$ cat src/rtl/uart_drain_pkg.sv
// Shared constants and types for the CoreUARTapb RX drain block.
package uart_drain_pkg;

    // CoreUARTapb register offsets on the 5-bit APB address bus
    localparam logic [4:0] ADDR_TXDATA = 5'h00;
    localparam logic [4:0] ADDR_RXDATA = 5'h04;
    localparam logic [4:0] ADDR_CTRL1  = 5'h08;
    localparam logic [4:0] ADDR_CTRL2  = 5'h0C;
    localparam logic [4:0] ADDR_STATUS = 5'h10;

    // Bit positions inside the STATUS register
    localparam int STATUS_TXRDY    = 0;
    localparam int STATUS_RXRDY    = 1;
    localparam int STATUS_PARITY   = 2;
    localparam int STATUS_OVERFLOW = 3;
    localparam int STATUS_FRAMING  = 4;

    // Drain controller states
    typedef enum logic [2:0] {
        CFG1,
        CFG2,
        IDLE,
        ST_SETUP,
        ST_ACCESS,
        RD_SETUP,
        RD_ACCESS,
        HOLD
    } drain_state_e;

    // CTRL2 layout: {baud[12:8], odd_n_even, parity_en, bit8}
    function automatic logic [7:0] ctrl2_value(input logic [12:0] baud,
                                               input logic [1:0]  parity,
                                               input logic        bit8);
        return {baud[12:8], parity[1], parity[0], bit8};
    endfunction

endpackage

$ cat src/rtl/uart_drain_fifo.sv
// Synchronous byte FIFO: power-of-two depth, wrapping pointers plus a
// separate occupancy count. Pop is only honoured while not empty; a push
// into a full FIFO is only accepted together with a pop.
module uart_drain_fifo #(
    parameter int FIFO_DEPTH = 8
) (
    input  logic                        clk_i,
    input  logic                        rst_i,
    input  logic                        push_i,
    input  logic [7:0]                  data_i,
    input  logic                        pop_i,
    output logic [7:0]                  data_o,
    output logic [$clog2(FIFO_DEPTH):0] count_o,
    output logic                        full_o,
    output logic                        empty_o
);
    import uart_drain_pkg::*;

    localparam int PTR_W = $clog2(FIFO_DEPTH);
    localparam int CNT_W = PTR_W + 1;

    logic [7:0]       mem_q [FIFO_DEPTH];
    logic [PTR_W-1:0] wr_ptr_q;
    logic [PTR_W-1:0] rd_ptr_q;
    logic [CNT_W-1:0] count_q;
    logic             push_en_s;
    logic             pop_en_s;

    assign empty_o   = (count_q == CNT_W'(0));
    assign full_o    = (count_q == CNT_W'(FIFO_DEPTH));
    assign pop_en_s  = pop_i && !empty_o;
    assign push_en_s = push_i && (!full_o || pop_en_s);
    assign data_o    = mem_q[rd_ptr_q];
    assign count_o   = count_q;

    // Storage, pointers and count; storage is cleared so the head reads 0 after reset
    always_ff @(posedge clk_i or posedge rst_i) begin
        if (rst_i) begin
            for (int i = 0; i < FIFO_DEPTH; i++) begin
                mem_q[i] <= 8'h00;
            end
            wr_ptr_q <= '0;
            rd_ptr_q <= '0;
            count_q  <= '0;
        end else begin
            if (push_en_s) begin
                mem_q[wr_ptr_q] <= data_i;
                wr_ptr_q        <= wr_ptr_q + PTR_W'(1);
            end
            if (pop_en_s) begin
                rd_ptr_q <= rd_ptr_q + PTR_W'(1);
            end
            case ({push_en_s, pop_en_s})
                2'b10:   count_q <= count_q + CNT_W'(1);
                2'b01:   count_q <= count_q - CNT_W'(1);
                default: count_q <= count_q;
            endcase
        end
    end

endmodule

$ cat src/rtl/uart_rx_apb_drain.sv
// APB master in front of one CoreUARTapb: writes CTRL1/CTRL2 once after
// reset, then drains RXDATA into a byte FIFO presented as a valid/ready
// stream, and latches UART error flags into sticky bits.
// Optional build macro UART_RX_STATUS_POLL_EN: poll STATUS instead of
// using the RXRDY pin, and fold STATUS error bits into ERR_STICKY.
module uart_rx_apb_drain
    import uart_drain_pkg::*;
#(
    parameter logic [12:0] BAUD_VALUE = 13'd1,
    parameter logic        PRG_BIT8   = 1'b1,
    parameter logic [1:0]  PRG_PARITY = 2'b00,
    parameter int          FIFO_DEPTH = 8,
    parameter int          HOLDOFF    = 2
) (
    input  logic       PCLK,
    input  logic       PRESET,
    output logic       PSEL,
    output logic       PENABLE,
    output logic       PWRITE,
    output logic [4:0] PADDR,
    output logic [7:0] PWDATA,
    input  logic [7:0] PRDATA,
    input  logic       PREADY,
    input  logic       RXRDY,
    input  logic       PARITY_ERR,
    input  logic       FRAMING_ERR,
    input  logic       OVERFLOW,
    output logic [7:0] M_DATA,
    output logic       M_VALID,
    input  logic       M_READY,
    output logic       CFG_DONE,
    output logic [2:0] ERR_STICKY,
    input  logic       ERR_CLR
);

    localparam int         CNT_W     = $clog2(FIFO_DEPTH) + 1;
    localparam logic [7:0] CTRL1_VAL = BAUD_VALUE[7:0];
    localparam logic [7:0] CTRL2_VAL = ctrl2_value(BAUD_VALUE, PRG_PARITY, PRG_BIT8);
    // Last HOLD count; a HOLDOFF of 0 or 1 still spends one cycle in HOLD
    localparam logic [7:0] HOLD_LAST = (HOLDOFF > 1) ? 8'(HOLDOFF - 1) : 8'd0;

    drain_state_e     state_q, state_d;
    logic             psel_q, psel_d;
    logic             penable_q, penable_d;
    logic             pwrite_q, pwrite_d;
    logic [4:0]       paddr_q, paddr_d;
    logic [7:0]       pwdata_q, pwdata_d;
    logic             cfg_done_q, cfg_done_d;
    logic [7:0]       hold_cnt_q, hold_cnt_d;
    logic [2:0]       err_q, err_d;
    logic [2:0]       err_pin_q;
    logic [2:0]       err_pins_s;
    logic [2:0]       err_set_s;
    logic [2:0]       status_err_s;
    logic             push_s;
    logic             pop_s;
    logic             space_s;
    logic             fifo_full_s;
    logic             fifo_empty_s;
    logic [CNT_W-1:0] fifo_count_s;

    assign space_s    = (fifo_count_s < CNT_W'(FIFO_DEPTH));
    assign pop_s      = !fifo_empty_s && M_READY;
    assign err_pins_s = {OVERFLOW, FRAMING_ERR, PARITY_ERR};
    assign err_set_s  = (err_pins_s & ~err_pin_q) | status_err_s;

    uart_drain_fifo #(
        .FIFO_DEPTH (FIFO_DEPTH)
    ) u_fifo (
        .clk_i   (PCLK),
        .rst_i   (PRESET),
        .push_i  (push_s && (!fifo_full_s || pop_s)),
        .data_i  (PRDATA),
        .pop_i   (pop_s),
        .data_o  (M_DATA),
        .count_o (fifo_count_s),
        .full_o  (fifo_full_s),
        .empty_o (fifo_empty_s)
    );

    // Next state and next APB bus values; bus fields hold unless a transfer starts
    always_comb begin
        state_d      = state_q;
        psel_d       = psel_q;
        penable_d    = penable_q;
        pwrite_d     = pwrite_q;
        paddr_d      = paddr_q;
        pwdata_d     = pwdata_q;
        cfg_done_d   = cfg_done_q;
        hold_cnt_d   = hold_cnt_q;
        push_s       = 1'b0;
        status_err_s = 3'b000;
        case (state_q)
            CFG1, CFG2: begin
                if (!psel_q) begin
                    psel_d    = 1'b1;
                    penable_d = 1'b0;
                    pwrite_d  = 1'b1;
                    paddr_d   = (state_q == CFG1) ? ADDR_CTRL1 : ADDR_CTRL2;
                    pwdata_d  = (state_q == CFG1) ? CTRL1_VAL : CTRL2_VAL;
                end else if (!penable_q) begin
                    penable_d = 1'b1;
                end else if (PREADY) begin
                    psel_d    = 1'b0;
                    penable_d = 1'b0;
                    pwrite_d  = 1'b0;
                    if (state_q == CFG1) begin
                        state_d = CFG2;
                    end else begin
                        state_d    = IDLE;
                        cfg_done_d = 1'b1;
                    end
                end else begin
                    state_d = state_q;
                end
            end
            IDLE: begin
`ifdef UART_RX_STATUS_POLL_EN
                if (space_s) begin
                    state_d   = ST_SETUP;
                    psel_d    = 1'b1;
                    penable_d = 1'b0;
                    pwrite_d  = 1'b0;
                    paddr_d   = ADDR_STATUS;
                    pwdata_d  = 8'h00;
                end else begin
                    state_d = IDLE;
                end
`else
                if (RXRDY && space_s) begin
                    state_d   = RD_SETUP;
                    psel_d    = 1'b1;
                    penable_d = 1'b0;
                    pwrite_d  = 1'b0;
                    paddr_d   = ADDR_RXDATA;
                    pwdata_d  = 8'h00;
                end else begin
                    state_d = IDLE;
                end
`endif
            end
            ST_SETUP: begin
                penable_d = 1'b1;
                state_d   = ST_ACCESS;
            end
            ST_ACCESS: begin
                if (PREADY) begin
`ifdef UART_RX_STATUS_POLL_EN
                    status_err_s = {PRDATA[STATUS_OVERFLOW], PRDATA[STATUS_FRAMING],
                                    PRDATA[STATUS_PARITY]};
                    if (PRDATA[STATUS_RXRDY]) begin
                        state_d   = RD_SETUP;
                        psel_d    = 1'b1;
                        penable_d = 1'b0;
                        paddr_d   = ADDR_RXDATA;
                    end else begin
                        state_d   = IDLE;
                        psel_d    = 1'b0;
                        penable_d = 1'b0;
                    end
`else
                    state_d   = IDLE;
                    psel_d    = 1'b0;
                    penable_d = 1'b0;
`endif
                end else begin
                    state_d = ST_ACCESS;
                end
            end
            RD_SETUP: begin
                penable_d = 1'b1;
                state_d   = RD_ACCESS;
            end
            RD_ACCESS: begin
                if (PREADY) begin
                    push_s     = 1'b1;
                    psel_d     = 1'b0;
                    penable_d  = 1'b0;
                    hold_cnt_d = 8'd0;
                    state_d    = HOLD;
                end else begin
                    state_d = RD_ACCESS;
                end
            end
            HOLD: begin
                // RXRDY is ignored here while the UART clears its flag
                if (hold_cnt_q >= HOLD_LAST) begin
                    state_d = IDLE;
                end else begin
                    hold_cnt_d = hold_cnt_q + 8'd1;
                end
            end
            default: begin
                state_d   = CFG1;
                psel_d    = 1'b0;
                penable_d = 1'b0;
            end
        endcase
    end

    // State and registered APB outputs; reset aborts any transfer in flight
    always_ff @(posedge PCLK or posedge PRESET) begin
        if (PRESET) begin
            state_q    <= CFG1;
            psel_q     <= 1'b0;
            penable_q  <= 1'b0;
            pwrite_q   <= 1'b0;
            paddr_q    <= 5'h00;
            pwdata_q   <= 8'h00;
            cfg_done_q <= 1'b0;
            hold_cnt_q <= 8'd0;
        end else begin
            state_q    <= state_d;
            psel_q     <= psel_d;
            penable_q  <= penable_d;
            pwrite_q   <= pwrite_d;
            paddr_q    <= paddr_d;
            pwdata_q   <= pwdata_d;
            cfg_done_q <= cfg_done_d;
            hold_cnt_q <= hold_cnt_d;
        end
    end

    // Sticky error update: a new set on the same edge as a clear survives
    always_comb begin
        if (ERR_CLR) begin
            err_d = err_set_s;
        end else begin
            err_d = err_q | err_set_s;
        end
    end

    // Error pin history for rising-edge detection, plus the sticky bits
    always_ff @(posedge PCLK or posedge PRESET) begin
        if (PRESET) begin
            err_pin_q <= 3'b000;
            err_q     <= 3'b000;
        end else begin
            err_pin_q <= err_pins_s;
            err_q     <= err_d;
        end
    end

    assign PSEL       = psel_q;
    assign PENABLE    = penable_q;
    assign PWRITE     = pwrite_q;
    assign PADDR      = paddr_q;
    assign PWDATA     = pwdata_q;
    assign CFG_DONE   = cfg_done_q;
    assign ERR_STICKY = err_q;
    assign M_VALID    = !fifo_empty_s;

endmodule

$ cat config.mk
export PLATFORM = sky130hd
export DESIGN_NAME = uart_rx_apb_drain
export DESIGN_NICKNAME = d
export VERILOG_FILES = /design/src/rtl/uart_drain_pkg.sv /design/src/rtl/uart_drain_fifo.sv /design/src/rtl/uart_rx_apb_drain.sv
export SDC_FILE = /design/constraint.sdc
export NUM_CORES = 1
export LEC_CHECK = 0
export BUFFER_PORTS_ARGS = -buffer_cell sky130_fd_sc_hd__buf_2
export CAP_MARGIN = 15
export CORE_ASPECT_RATIO = 1.5
export CORE_MARGIN = 2
export CORE_UTILIZATION = 35
export DETAILED_ROUTE_END_ITERATION = 10
export SYNTH_ARGS = -nofsm -noshare
export SYNTH_HDL_FRONTEND = slang
export SYNTH_SLANG_ARGS = --single-unit
$ cat constraint.sdc
create_clock -name PCLK -period 3.2 [get_ports PCLK]
set_input_delay 0.32 -clock PCLK [delete_from_list [all_inputs] [get_ports PCLK]]
set_output_delay 0.32 -clock PCLK [all_outputs]
set_load 0.02 [all_outputs]
# == Word level (Yosys, flattened, before mapping) ==
# Cells that the tools add are included.
# op_classes
n_lt_le_gt_ge,5
n_bitwise,6
n_eq_ne,21
n_reduce_logical,27
mux,41
addsub,5
# ops
op,count
64-bit bitwise mux,1
8-bit two-way mux,7
8-bit case mux with 2 select lines,2
8-bit binary-select mux with 3-bit select,1
8-bit demux with 3-bit select,1
3-bit two-way mux,8
3-bit case mux with 7 select lines,1
2-bit != test (second input constant),8
3-bit equality test (second input constant),4
1-bit two-way mux,12
3-bit AND reduction,4
5-bit two-way mux,2
5-bit case mux with 2 select lines,1
8-bit by 1-bit adder with 8-bit output (second input constant),1
4-bit >= comparator (second input constant),2
8-bit by 1-bit >= comparator with 1-bit output (second input constant),1
3-bit inverter with 4-bit output,2
4-bit case mux with 2 select lines,1
4-bit AND reduction,2
3-bit by 1-bit adder with 3-bit output (second input constant),2
3-bit by 2-bit equality test with 1-bit output (second input constant),2
1-bit logical AND,6
3-bit != test (second input constant),2
2-bit nonzero test,3
25 further kinds,29
# word_totals
out_inout_bits,29
in_bits,17
register_bits,108

# == Logic depth before layout (Yosys ltp) ==
# logic_depth
depth_word,8
mapped_depth,11
depth_no_buf,11

# == Hierarchy ==
# Synthesis repeated with hierarchy kept, for this count alone.
# hier_totals
hier_cells,352
area_unflattened_um2,4860.9
# by_module_without_submodules
mod,n_inst,cells_each,area_per_inst_um2
uart_drain_fifo,1,230,3621.0
uart_rx_apb_drain,1,122,1239.9

# == Worst setup path before layout ==
# OpenSTA, ideal clock, no wires.
# synth_timing
path_kind,register -> register
from,register u_fifo.count_q[2] (netlist: u_fifo.count_o[2])
to,register u_fifo.count_q[2] (netlist: u_fifo.count_o[2])
setup_time_ps,125
required_ps,3075
path_buffers,0
path_slack_ps,773
arrival_ps,2302
stages_incl_launch_ff,12
path_cell_list,dfrtp_1 > nor3_1 > nand2b_1 > nand2_1 > inv_1 > ha_1 > xor2_1 > ha_1 > a21oi_1 > xor2_1 > nor2_1 > xor2_1
# synth_via
elab_chain_cells,8
# synth_lines
item,line_no,source
start: declaration,uart_drain_fifo.sv:25,logic [CNT_W-1:0] count_q;
start signal: assignment,uart_drain_fifo.sv:54,2'b10: count_q <= count_q + CNT_W'(1);
start signal: assignment,uart_drain_fifo.sv:55,2'b01: count_q <= count_q - CNT_W'(1);
start signal: assignment,uart_drain_fifo.sv:56,default: count_q <= count_q;
4-bit logical NOT *,uart_drain_fifo.sv:29,assign empty_o = (count_q == CNT_W'(0));
1-bit logical NOT *,--,
via M_VALID,uart_rx_apb_drain.sv:29,"output logic M_VALID,"
1-bit logical AND,uart_rx_apb_drain.sv:63,assign pop_s = !fifo_empty_s && M_READY;
1-bit logical AND *,uart_drain_fifo.sv:31,assign pop_en_s = pop_i && !empty_o;
via u_fifo.pop_en_s,uart_drain_fifo.sv:27,logic pop_en_s;
1-bit logical OR,uart_drain_fifo.sv:32,assign push_en_s = push_i && (!full_o || pop_en_s);
1-bit logical AND,uart_drain_fifo.sv:32,
2-bit by 1-bit equality test with 1-bit output or 2-bit equality test (tied branches),uart_drain_fifo.sv:53,"case ({push_en_s, pop_en_s})"
4-bit case mux with 2 select lines or 2-bit nonzero test (tied branches),--,
# Mark *: on every way through the listed nets, which the timed path passes. The rest lies on a longest branch.
# A chain may end at the register's enable or synchronous reset.

# == Final worst setup path ==
# layout_timing
from,register state_q[1]
to,register u_fifo.mem_q[51] (netlist bit)
# layout_via
elab_chain_cells,4
# layout_lines
item,line_no,source
start: declaration,uart_rx_apb_drain.sv:42,"drain_state_e state_q, state_d;"
start signal: assignment,uart_rx_apb_drain.sv:213,state_q <= state_d;
3-bit equality test,uart_rx_apb_drain.sv:93,case (state_q)
1-bit two-way mux,uart_rx_apb_drain.sv:93,
1-bit logical AND,uart_rx_apb_drain.sv:72,".push_i (push_s && (!fifo_full_s || pop_s)),"
1-bit logical AND,uart_drain_fifo.sv:32,
end signal: indexed assignment,uart_drain_fifo.sv:47,mem_q[wr_ptr_q] <= data_i;
end: declaration,uart_drain_fifo.sv:22,logic [7:0] mem_q [FIFO_DEPTH];
# Every way passes these cells.

==> impl_metrics.toml <==
[hold_path]
hp-class = "primary input to register"

[timing]
clock.fmax_mhz = 396.4
hold_violations = 0
min_period_ns = 2.523
finalClockSkew_ns = 0.008622
setup_slack_ns = 0.6772
tightest_slew_ns = 0.7823
rsz0062_at_grt = "no"
finalSetupViolations = 0
fin_crit_sh_pct = 78.84
relSlewSlack_pct = 47.85
drv_slew = 0
tns_ns = 0

[grt]
grt_pass1_vias = 2806
gr-usage-all-layers_pct = 13.33
grt_max_degree = 64
grt_pass1_wl_um = 14690
grt-ovfl-total = 0
antenna_found_initial = 0

[drt]
first_pass_iters = 4
drc_errors = 0
drt_iter0_markers = 114
wl_per_cell_um = 16.39
wl_um = 8819
via_count = 2715
via_per_inst = 5.046
drtAntennaViolNets = 0

[synth]
yosys_warnings = 0
synth.top_cells.by_area = "dfrtp_1 53%, mux2_2 16%, mux4_2 7.9%"
syn_inst = 334
synthDistinctLibCells = 43
ys_ff_latch = 97
yosysTopAreaCell = "dfrtp_1"
async_reset_ff_share_pct = 100.0
synth.avg_cell_area_um2 = 13.74
synth_edf_count = 0
synth_top_area_share_pct = 52.89
synth_flop_cell = "dfrtp_1"
synth_area_um2 = 4589
synth_seq_area_share_pct = 52.89

[worst_setup_path]
crit_fanout = 13
rr_endpoint = "u_fifo.mem_q[51]"
start_kind = "register"
r2r-start = "state_q[1]"
r2r_slack_ns = 0.68
endpoint = "u_fifo.mem_q[51]"
crit_type = "register to register"
critPathRequiredTime_ns = 3.43
crit_arrival_ns = 2.75
end_kind = "register"
max_stage_delay_ns = 0.76
crit_slowest_cell = "or4b_1"
critPathLaunch = "state_q[1]"
cp_cell_sequence = "nand4b_4, a31oi_4, inv_2, or4b_1, mux2_4"
reg2reg_depth = 5

[cts]
clock_sinks = 97
cts_tree = "done"
clk_path_buf_depth = 2
insertion_delay_ns = 0.34
cts_buffers = 9
cts_root_buf = "clkbuf_16"
h-tree-depth = 3
cts-hold-fix-buffers = 0
cts.clk_slew.worst_paths_ns = 0.07
post-cts-setup-buffer-count = 0
cts-resized-gates = 0

[final_layout]
fillers = 1215
regArea_um2 = 2427
multi_input_area_um2 = 1996
n_antenna_cell = 0
nNetsFinal = 399
synthToLayoutAreaGrowth_pct = 14.39
drive_gt1_share_pct = 41.16
instances_no_fill = 538

[power]
ir_drop_uv = 385.4
power_mw = 5.359
cellPowerDensity_nw_per_um2 = 1021
p_leak_nw = 2.452

[floorplan]
pin_count = 46
dieArea_um2 = 14060
core.rowCount = 51
start_util_pct = 35.60
core_um2 = 12890
die_width_um = 97.50
fp.dieH_um = 144.2

[placement]
hpwlAfterDp_um = 6020
gp_congestion = 0.7449
dp.cells = 522
pre_cts_slack_ns = 0.6601
portBuffers = 35

[flow_run]
maxCapViolCount = 0

[status]
status = "finished, final reports clean"
## metal layers
layer	GRT usage, %	wire length (µm)	vias up
met1	16.66	3911	1400
met4	4.094	131	0
li1	-	-	1264
met2	22.98	4523	40
met3	3.238	252	11
met5	0	0	-
## flip-flops by register name (all words and copies together), names as in the netlist
signal / flops
PSEL: 1
err_pin_q: 3
PADDR: 1
state_q: 3
hold_cnt_q: 8
u_fifo.count_o: 4
PENABLE: 1
CFG_DONE: 1
PWDATA: 1
u_fifo.wr_ptr_q: 3
ERR_STICKY: 3
u_fifo.rd_ptr_q: 3
u_fifo.mem_q: 64
PWRITE: 1
## logic make-up after synthesis
| group | Yosys count | share of synthesized area [%] |
|---|---|---|
| AOI/OAI and AO/OA | 31 | 4.526 |
| xor gates and xnor gates | 10 | 1.908 |
| adders and majority gates | 8 | 2.181 |
| buffers and inverters | 41 | 4.362 |
| DFF | 97 | 52.89 |
| muxes | 92 | 27.13 |
| other | 1 | 0.08171 |
| and+or+nand+nor | 54 | 6.925 |
## area by class of cell
class / instances / share of cell area, %
timing repair buffer: 43 / 4.480
inverter: 18 / 1.335
multi-input combinational: 205 / 38.01
clock buffer: 12 / 5.076
clock inverter: 4 / 1.072
sequential: 97 / 46.23
tap: 159 / 3.789
## worst min-delay path by stage
stage	to	cells past startpoint	from
2_1_floorplan	err_pin_q[0]	0	PARITY_ERR
5_1_grt	err_pin_q[1]	1	FRAMING_ERR
3_5_place_dp	ERR_STICKY[1]	1	err_pin_q[1]
3_3_place_gp	ERR_STICKY[1]	1	err_pin_q[1]
4_1_cts	err_pin_q[2]	1	OVERFLOW
6_report	err_pin_q[2]	1	OVERFLOW
## where the power goes
part,internal (mW),switching (mW),leakage (nW)
clock network,0.677,0.467,0.160
logic,1.15,0.933,1.08
registers,1.74,0.395,1.22
total,3.57,1.79,2.45
## cell usage after synthesis, types with 6 or more instances
| cell | number |
|---|---|
| ha_1 | 8 |
| mux4_2 | 16 |
| a21oi_1 | 6 |
| nand2_1 | 9 |
| buf_4 | 12 |
| inv_1 | 17 |
| dfrtp_1 | 97 |
| mux2_2 | 67 |
| xnor2_1 | 6 |
| nor2_1 | 11 |
| nand3_1 | 9 |
| o21ai_0 | 10 |
| clkbuf_1 | 8 |
| mux2_4 | 8 |
## cell usage in the layout (no fill, tap or decap), types with 2 or more instances in the layout
cell type,Yosys,final
nand2b_1,3,3
mux2_2,67,67
inv_1,17,16
nand3b_1,3,3
xor2_1,4,4
and2_1,5,5
and3_1,3,3
o22ai_1,5,5
nor2_1,11,11
nor4bb_1,2,2
a21oi_1,6,6
a22oi_1,2,2
dfrtp_1,97,97
mux2_4,8,8
buf_2,1,35
buf_4,12,8
ha_1,8,8
nor2b_1,2,2
mux4_2,16,16
nand3_1,9,9
nand2_1,9,9
clkbuf_8,0,3
inv_6,0,2
xnor2_1,6,6
o21ai_0,10,10
conb_1,1,10
clkbuf_16,0,9
## critical path: cells and delay by family (launching register included)
kind	cells	cell delay, ns
buffers and inverters	1	0.12
multiplexers	1	0.39
AND/OR/NAND/NOR	2	1.00
AO/OA/AOI/OAI	1	0.30
flip-flops	1	0.59
## per-stage QoR
stage               cell area (µm²)  hold WS (ns)  util (%)
floorplan                      4623        0.3514         -
global placement               4927        0.4148     38.23
detailed placement             4927        0.4333     38.23
CTS                            5250       0.08519     40.73
global route                   5250       0.08479     40.73
finish                         5250       0.09660     40.73
No activity file was read; power rests on OpenSTA's default activity.
